## config.mk

```make
export PLATFORM = sky130hd
export DESIGN_NAME = instr_fetch_unit
export DESIGN_NICKNAME = d
export VERILOG_FILES = /design/src/rtl/instr_fetch_unit_pkg.sv /design/src/rtl/instr_fetch_unit_if_id.sv /design/src/rtl/instr_fetch_unit.sv
export SDC_FILE = /design/constraint.sdc
export NUM_CORES = 1
export LEC_CHECK = 0
export BUFFER_PORTS_ARGS = -buffer_cell sky130_fd_sc_hd__buf_2
export CAP_MARGIN = 20
export CORE_MARGIN = 3
export CORE_UTILIZATION = 40
export CTS_CLUSTER_SIZE = 40
export DETAILED_ROUTE_END_ITERATION = 8
export PLACE_DENSITY = 0.7
export SYNTH_ARGS = -nofsm -noshare
export SYNTH_HDL_FRONTEND = slang
export SYNTH_SLANG_ARGS = --single-unit
```

## constraint.sdc

```tcl
create_clock -name clk -period 4.1 [get_ports clk]
set_input_delay 0.41 -clock clk [delete_from_list [all_inputs] [get_ports clk]]
set_output_delay 0.41 -clock clk [all_outputs]
set_load 0.05 [all_outputs]
```

## src/rtl/instr_fetch_unit_pkg.sv

```systemverilog
// Shared RV32I front-end definitions: bubble encoding, fetch FSM states and
// a word-alignment helper.
package RV32I_Inst_Pkg;

  localparam logic [31:0] NOP_INSTR = 32'h0000_0013;

  typedef enum logic [1:0] {
    S_REQ   = 2'd0,
    S_WAIT  = 2'd1,
    S_HOLD  = 2'd2,
    S_DRAIN = 2'd3
  } fetch_state_e;

  function automatic logic [31:0] align_word(input logic [31:0] a);
    return {a[31:2], 2'b00};
  endfunction

endpackage

```

## src/rtl/instr_fetch_unit_if_id.sv

```systemverilog
// IF/ID pipeline register. Flush beats hold, hold beats load, and an idle
// unstalled cycle inserts a bubble that keeps the previous address.
import RV32I_Inst_Pkg::*;

module if_id_pipe_reg #(
  parameter logic [31:0] NOP = RV32I_Inst_Pkg::NOP_INSTR
) (
  input  logic        clk,
  input  logic        rst,
  input  logic        i_flush,
  input  logic        i_stall,
  input  logic        i_load,
  input  logic [31:0] i_instr,
  input  logic [31:0] i_addr,
  output logic [31:0] o_instr,
  output logic [31:0] o_addr,
  output logic        o_valid
);

  always_ff @(posedge clk or posedge rst) begin
    if (rst) begin
      o_instr <= NOP;
      o_addr  <= 32'h0;
      o_valid <= 1'b0;
    end else if (i_flush) begin
      o_instr <= NOP;
      o_valid <= 1'b0;
    end else if (!i_stall) begin
      if (i_load) begin
        o_instr <= i_instr;
        o_addr  <= i_addr;
        o_valid <= 1'b1;
      end else begin
        o_instr <= NOP;
        o_valid <= 1'b0;
      end
    end
  end

endmodule

```

## src/rtl/instr_fetch_unit.sv

```systemverilog
// RV32I instruction fetch: PC, single-outstanding imem request channel,
// one-entry stall buffer, EX redirect and the IF/ID register.
import RV32I_Inst_Pkg::*;

module instr_fetch_unit #(
  parameter logic [31:0] RESET_PC  = 32'h0000_0000,
  parameter logic [31:0] NOP_INSTR = RV32I_Inst_Pkg::NOP_INSTR
) (
  input  logic        clk,
  input  logic        rst,
  output logic        imem_req_valid,
  input  logic        imem_req_ready,
  output logic [31:0] imem_req_addr,
  input  logic        imem_rsp_valid,
  input  logic [31:0] imem_rsp_data,
  input  logic        stall_if,
  input  logic        jump_en,
  input  logic [31:0] jump_addr,
  output logic [31:0] instr_if_id,
  output logic [31:0] instr_addr_if_id,
  output logic        instr_valid_if_id
);

  fetch_state_e r_state, w_state_nxt;
  logic [31:0]  r_pc, w_pc_nxt;
  logic [31:0]  r_buf, w_buf_nxt;
  logic         w_load;
  logic [31:0]  w_instr;

  assign imem_req_valid = (r_state == S_REQ) && !rst;
  assign imem_req_addr  = r_pc;

  always_comb begin
    w_state_nxt = r_state;
    w_pc_nxt    = r_pc;
    w_buf_nxt   = r_buf;
    w_load      = 1'b0;
    w_instr     = imem_rsp_data;
    if (jump_en) begin
      // redirect overrides everything; an in-flight response must be drained
      w_pc_nxt = align_word(jump_addr);
      case (r_state)
        S_REQ:   w_state_nxt = imem_req_ready ? S_DRAIN : S_REQ;
        S_WAIT:  w_state_nxt = imem_rsp_valid ? S_REQ : S_DRAIN;
        S_HOLD:  w_state_nxt = S_REQ;
        S_DRAIN: w_state_nxt = imem_rsp_valid ? S_REQ : S_DRAIN;
        default: w_state_nxt = S_REQ;
      endcase
    end else begin
      case (r_state)
        S_REQ: if (imem_req_ready) w_state_nxt = S_WAIT;
        S_WAIT: begin
          if (imem_rsp_valid) begin
            if (stall_if) begin
              w_buf_nxt   = imem_rsp_data;
              w_state_nxt = S_HOLD;
            end else begin
              w_load      = 1'b1;
              w_pc_nxt    = r_pc + 32'd4;
              w_state_nxt = S_REQ;
            end
          end
        end
        S_HOLD: begin
          if (!stall_if) begin
            w_load      = 1'b1;
            w_instr     = r_buf;
            w_pc_nxt    = r_pc + 32'd4;
            w_state_nxt = S_REQ;
          end
        end
        S_DRAIN: if (imem_rsp_valid) w_state_nxt = S_REQ;
        default: w_state_nxt = S_REQ;
      endcase
    end
  end

  always_ff @(posedge clk or posedge rst) begin
    if (rst) begin
      r_state <= S_REQ;
      r_pc    <= RESET_PC;
      r_buf   <= NOP_INSTR;
    end else begin
      r_state <= w_state_nxt;
      r_pc    <= w_pc_nxt;
      r_buf   <= w_buf_nxt;
    end
  end

  if_id_pipe_reg #(.NOP(NOP_INSTR)) u_if_id (
    .clk     (clk),
    .rst     (rst),
    .i_flush (jump_en),
    .i_stall (stall_if),
    .i_load  (w_load),
    .i_instr (w_instr),
    .i_addr  (r_pc),
    .o_instr (instr_if_id),
    .o_addr  (instr_addr_if_id),
    .o_valid (instr_valid_if_id)
  );

`ifndef SYNTHESIS
  // a response with nothing outstanding means the memory broke the protocol
  always @(posedge clk) begin
    if (!rst && r_state == S_REQ)
      assert (!imem_rsp_valid) else $error("imem response while no request outstanding");
  end
`endif

endmodule

```

==> impl_metrics.json <==
{
  "crit_path_top_delay_cell": "and4_1",
  "synthFlopType": "dfrtp_1",
  "yosysSeqAreaShare_pct": 54.85,
  "tightestPinTransition_ns": 0.9316,
  "max_freq_mhz": 413.5,
  "slowest_delay_ns": 0.55,
  "gp_congestion": 0.8308,
  "timing.final.crit_share_pct": 58.98,
  "clk_pin_slew_ns": 0.06,
  "final_nets": 796,
  "synth_area_leader_cell": "dfrtp_1",
  "clk_path_buf_depth": 2,
  "rsz0062_at_grt": "no",
  "seq_area_um2": 3186,
  "cts_resized": 0,
  "placement.io_buffers": 161,
  "cts_buffers": 17,
  "final_cell_mix": "161 x buf_2, 156 x nand2_1, 121 x dfrtp_1",
  "pwr-share-seq_pct": 37.0,
  "postCtsSetupBuffers": 0,
  "synthesis.area_um2": 5808,
  "track_usage_pct": 19.17,
  "synth_xor_area_share_pct": 4.373,
  "slew_headroom_pct": 37.63,
  "setup_viol": 0,
  "postRouteAntennaNets": 0,
  "cp_cell_sequence": "inv_1 > ha_1 > mux2_2 > and4_1 > nand4_1 > xnor2_1 > mux2_2",
  "grt_pass1_vias": 4921,
  "synth_edf_count": 0,
  "multi_input_area_um2": 2477,
  "final.setup.tns_ns": 0,
  "initial_core_util_pct": 41.36,
  "p_comb_share_pct": 35.4,
  "vias_per_cell": 5.090,
  "die_w_um": 126.5,
  "finalHoldViolCount": 2,
  "nFillCells": 1306,
  "cts_root_buffer": "clkbuf_16",
  "drive_gt1_share_pct": 32.33,
  "synth_top_family_by_area": "simple AND/OR/NAND/NOR gates",
  "cp_max_fo": 16,
  "htreeDepth": 4,
  "firstDrtPassIters": 5,
  "clockPowerShare_pct": 27.6,
  "grt.overflow.total": 0,
  "p_int_mw": 3.018,
  "fp.dieH_um": 126.5,
  "ys_seq_elements": 127,
  "startpoint_type": "flop",
  "path_class": "flop to flop",
  "outcome": "complete, but fails checks",
  "ys_warn_count": 0,
  "p_leak_nw": 3.591,
  "p_sw_mw": 1.989,
  "p_total_mw": 5.007,
  "hpwl_mm": 10.22,
  "critPathTopFamily": "simple AND/OR/NAND/NOR gates",
  "antenna_found_initial": 0,
  "cts_hold_buffers": 0,
  "netlist_top_cells_area": "dfrtp_1 52%, nand2_1 10%, mux2i_1 5.9%, mux2_2 5.4%, o21ai_0 4.0%",
  "synth_mux_area_share_pct": 12.65,
  "syn_area_per_cell_um2": 10.30,
  "drc": 0,
  "final_common_cell": "buf_2",
  "synth.top_cell.area_share_pct": 52.13,
  "sw_frac_of_total_pct": 39.72,
  "wire_per_inst_um": 16.38,
  "drv_slew": 0,
  "violations": "negative hold slack",
  "skew_ns": 0.01793,
  "yosys.area_share.simple_pct": 17.56,
  "hold_slack_ns": -0.007791,
  "area_delta_synth_final_pct": 26.11,
  "hp-class": "input port to async pin",
  "ys_async_sr_fraction_pct": 100.0,
  "path_common_cell": "mux2_2",
  "fin_util_pct": 52.16,
  "clock_latency_ns": 0.42,
  "drt_iter0_drc": 209,
  "dp_slack_ns": 1.327,
  "drv_cap": 0,
  "r2r_setup_slack_ns": 1.68,
  "clock_sinks": 127,
  "grt_max_degree": 128,
  "irDropWorstVdd_mv": 0.3955,
  "n_antenna_cell": 0,
  "crit_buf_inv": 1,
  "yosysUniqueCellTypes": 38,
  "end_kind": "flop",
  "synth_compound_area_share_pct": 6.204,
  "drt-total-wl_mm": 14.96,
  "dr_total_vias": 4647,
  "synthAdderAreaFrac_pct": 1.293,
  "die_area_um2": 16000,
  "grt_pass1_wl_mm": 24.53,
  "cts_tree": "built",
  "coreArea_um2": 14040,
  "powerDensity_nw_per_um2": 683.6,
  "layout_setup_ws_ns": 1.682,
  "rows": 43,
  "fin_crit_ns": 2.418,
  "pin_count": 168,
  "worstPathRequired_ns": 4.40,
  "netlist_instances": 564,
  "arrival_ns": 2.72
}
==> layer usage <==
layer / up-vias / wire [um] / global-route usage [%]
met1: 2282 / 6557 / 24.50
met4: 0 / 193 / 5.741
met2: 140 / 7260 / 31.60
met3: 15 / 948 / 5.684
li1: 2210 / - / -
met5: - / 0 / 0
==> power groups by stage <==
stage | logic, mW | clock network (mW) | registers [mW]
6_report | 1.77 | 1.38 | 1.85
5_1_grt | 1.90 | 1.48 | 1.90
4_1_cts | 1.79 | 1.42 | 1.85
3_5_place_dp | 1.79 | 0 | 1.87
3_3_place_gp | 1.74 | 0 | 1.84
2_1_floorplan | 0.674 | 0 | 2.51
==> cells in the mapped netlist, types with 2 or more instances <==
| cell type | instances |
|---|---|
| o21ai_0 | 47 |
| nand2_1 | 156 |
| nor2_1 | 8 |
| mux2i_1 | 34 |
| clkbuf_1 | 22 |
| dfrtp_1 | 121 |
| nor3_1 | 5 |
| nand2b_1 | 2 |
| a21oi_1 | 7 |
| xnor2_1 | 9 |
| dfstp_2 | 6 |
| nor4_2 | 2 |
| mux2_1 | 7 |
| o21ai_1 | 12 |
| mux2_2 | 28 |
| and4_1 | 5 |
| buf_4 | 6 |
| xor2_1 | 20 |
| buf_2 | 5 |
| ha_1 | 6 |
| nand4_1 | 14 |
| and3_1 | 5 |
| nor2b_1 | 2 |
| nand3_1 | 14 |
| inv_1 | 6 |
| and2_1 | 3 |
==> state kept, by name, indices dropped and copies added, names as in the netlist <==
signal / flops
r_buf: 32
u_if_id.o_addr: 30
imem_req_addr: 30
u_if_id.o_instr: 32
r_state: 2
u_if_id.o_valid: 1
==> logic make-up (layout without fill, tap and decap cells) <==
group / after synthesis / after routing
compound gates: 70 / 70
xor+xnor: 29 / 29
fa+ha+maj: 6 / 6
buf+inv: 39 / 205
flops: 127 / 127
mux: 69 / 69
other cells: 1 / 4
simple gates: 223 / 223
==> per-stage QoR <==
step                      cell area [um2]  hold slack (ns)  std cells
after floorplan                      5819           0.4640        567
final                                7325        -0.007791        913
after global placement               6759           0.4529        880
after detailed placement             6759           0.4570        880
after CTS                            7297           0.1865        912
after global routing                 7325          0.01433        913
==> layout make-up <==
cell class	instances	share of cell area (%)
clock inverter	7	0.8541
clock buffer	25	6.491
timing repair buffer	167	11.89
inverter	6	0.3758
tap	180	3.075
sequential	127	43.49
multi-input combinational	401	33.82
==> path summary, 6_finish.rpt <==
| kind | startpoint | endpoint | cells after the start |
|---|---|---|---|
| worst max-delay path | r_state[1] | imem_req_addr[26] | 7 |
| worst min-delay path | rst | r_buf[7] | 2 |
| worst max register to register | r_state[1] | imem_req_addr[26] | 7 |
| worst min register to register | u_if_id.o_addr[28] | u_if_id.o_addr[28] | 2 |
| max in group asynchronous | rst | u_if_id.o_instr[0] | 3 |
| min in group clk | jump_addr[13] | imem_req_addr[13] | 3 |
==> worst reg2reg max path, cell delays in order, from the launching register on <==
cell     delay, ns
dfrtp_1       0.41
inv_1         0.12
ha_1          0.30
mux2_2        0.24
and4_1        0.55
nand4_1       0.24
xnor2_1       0.18
mux2_2        0.26
(Power assumes the default switching activity.)
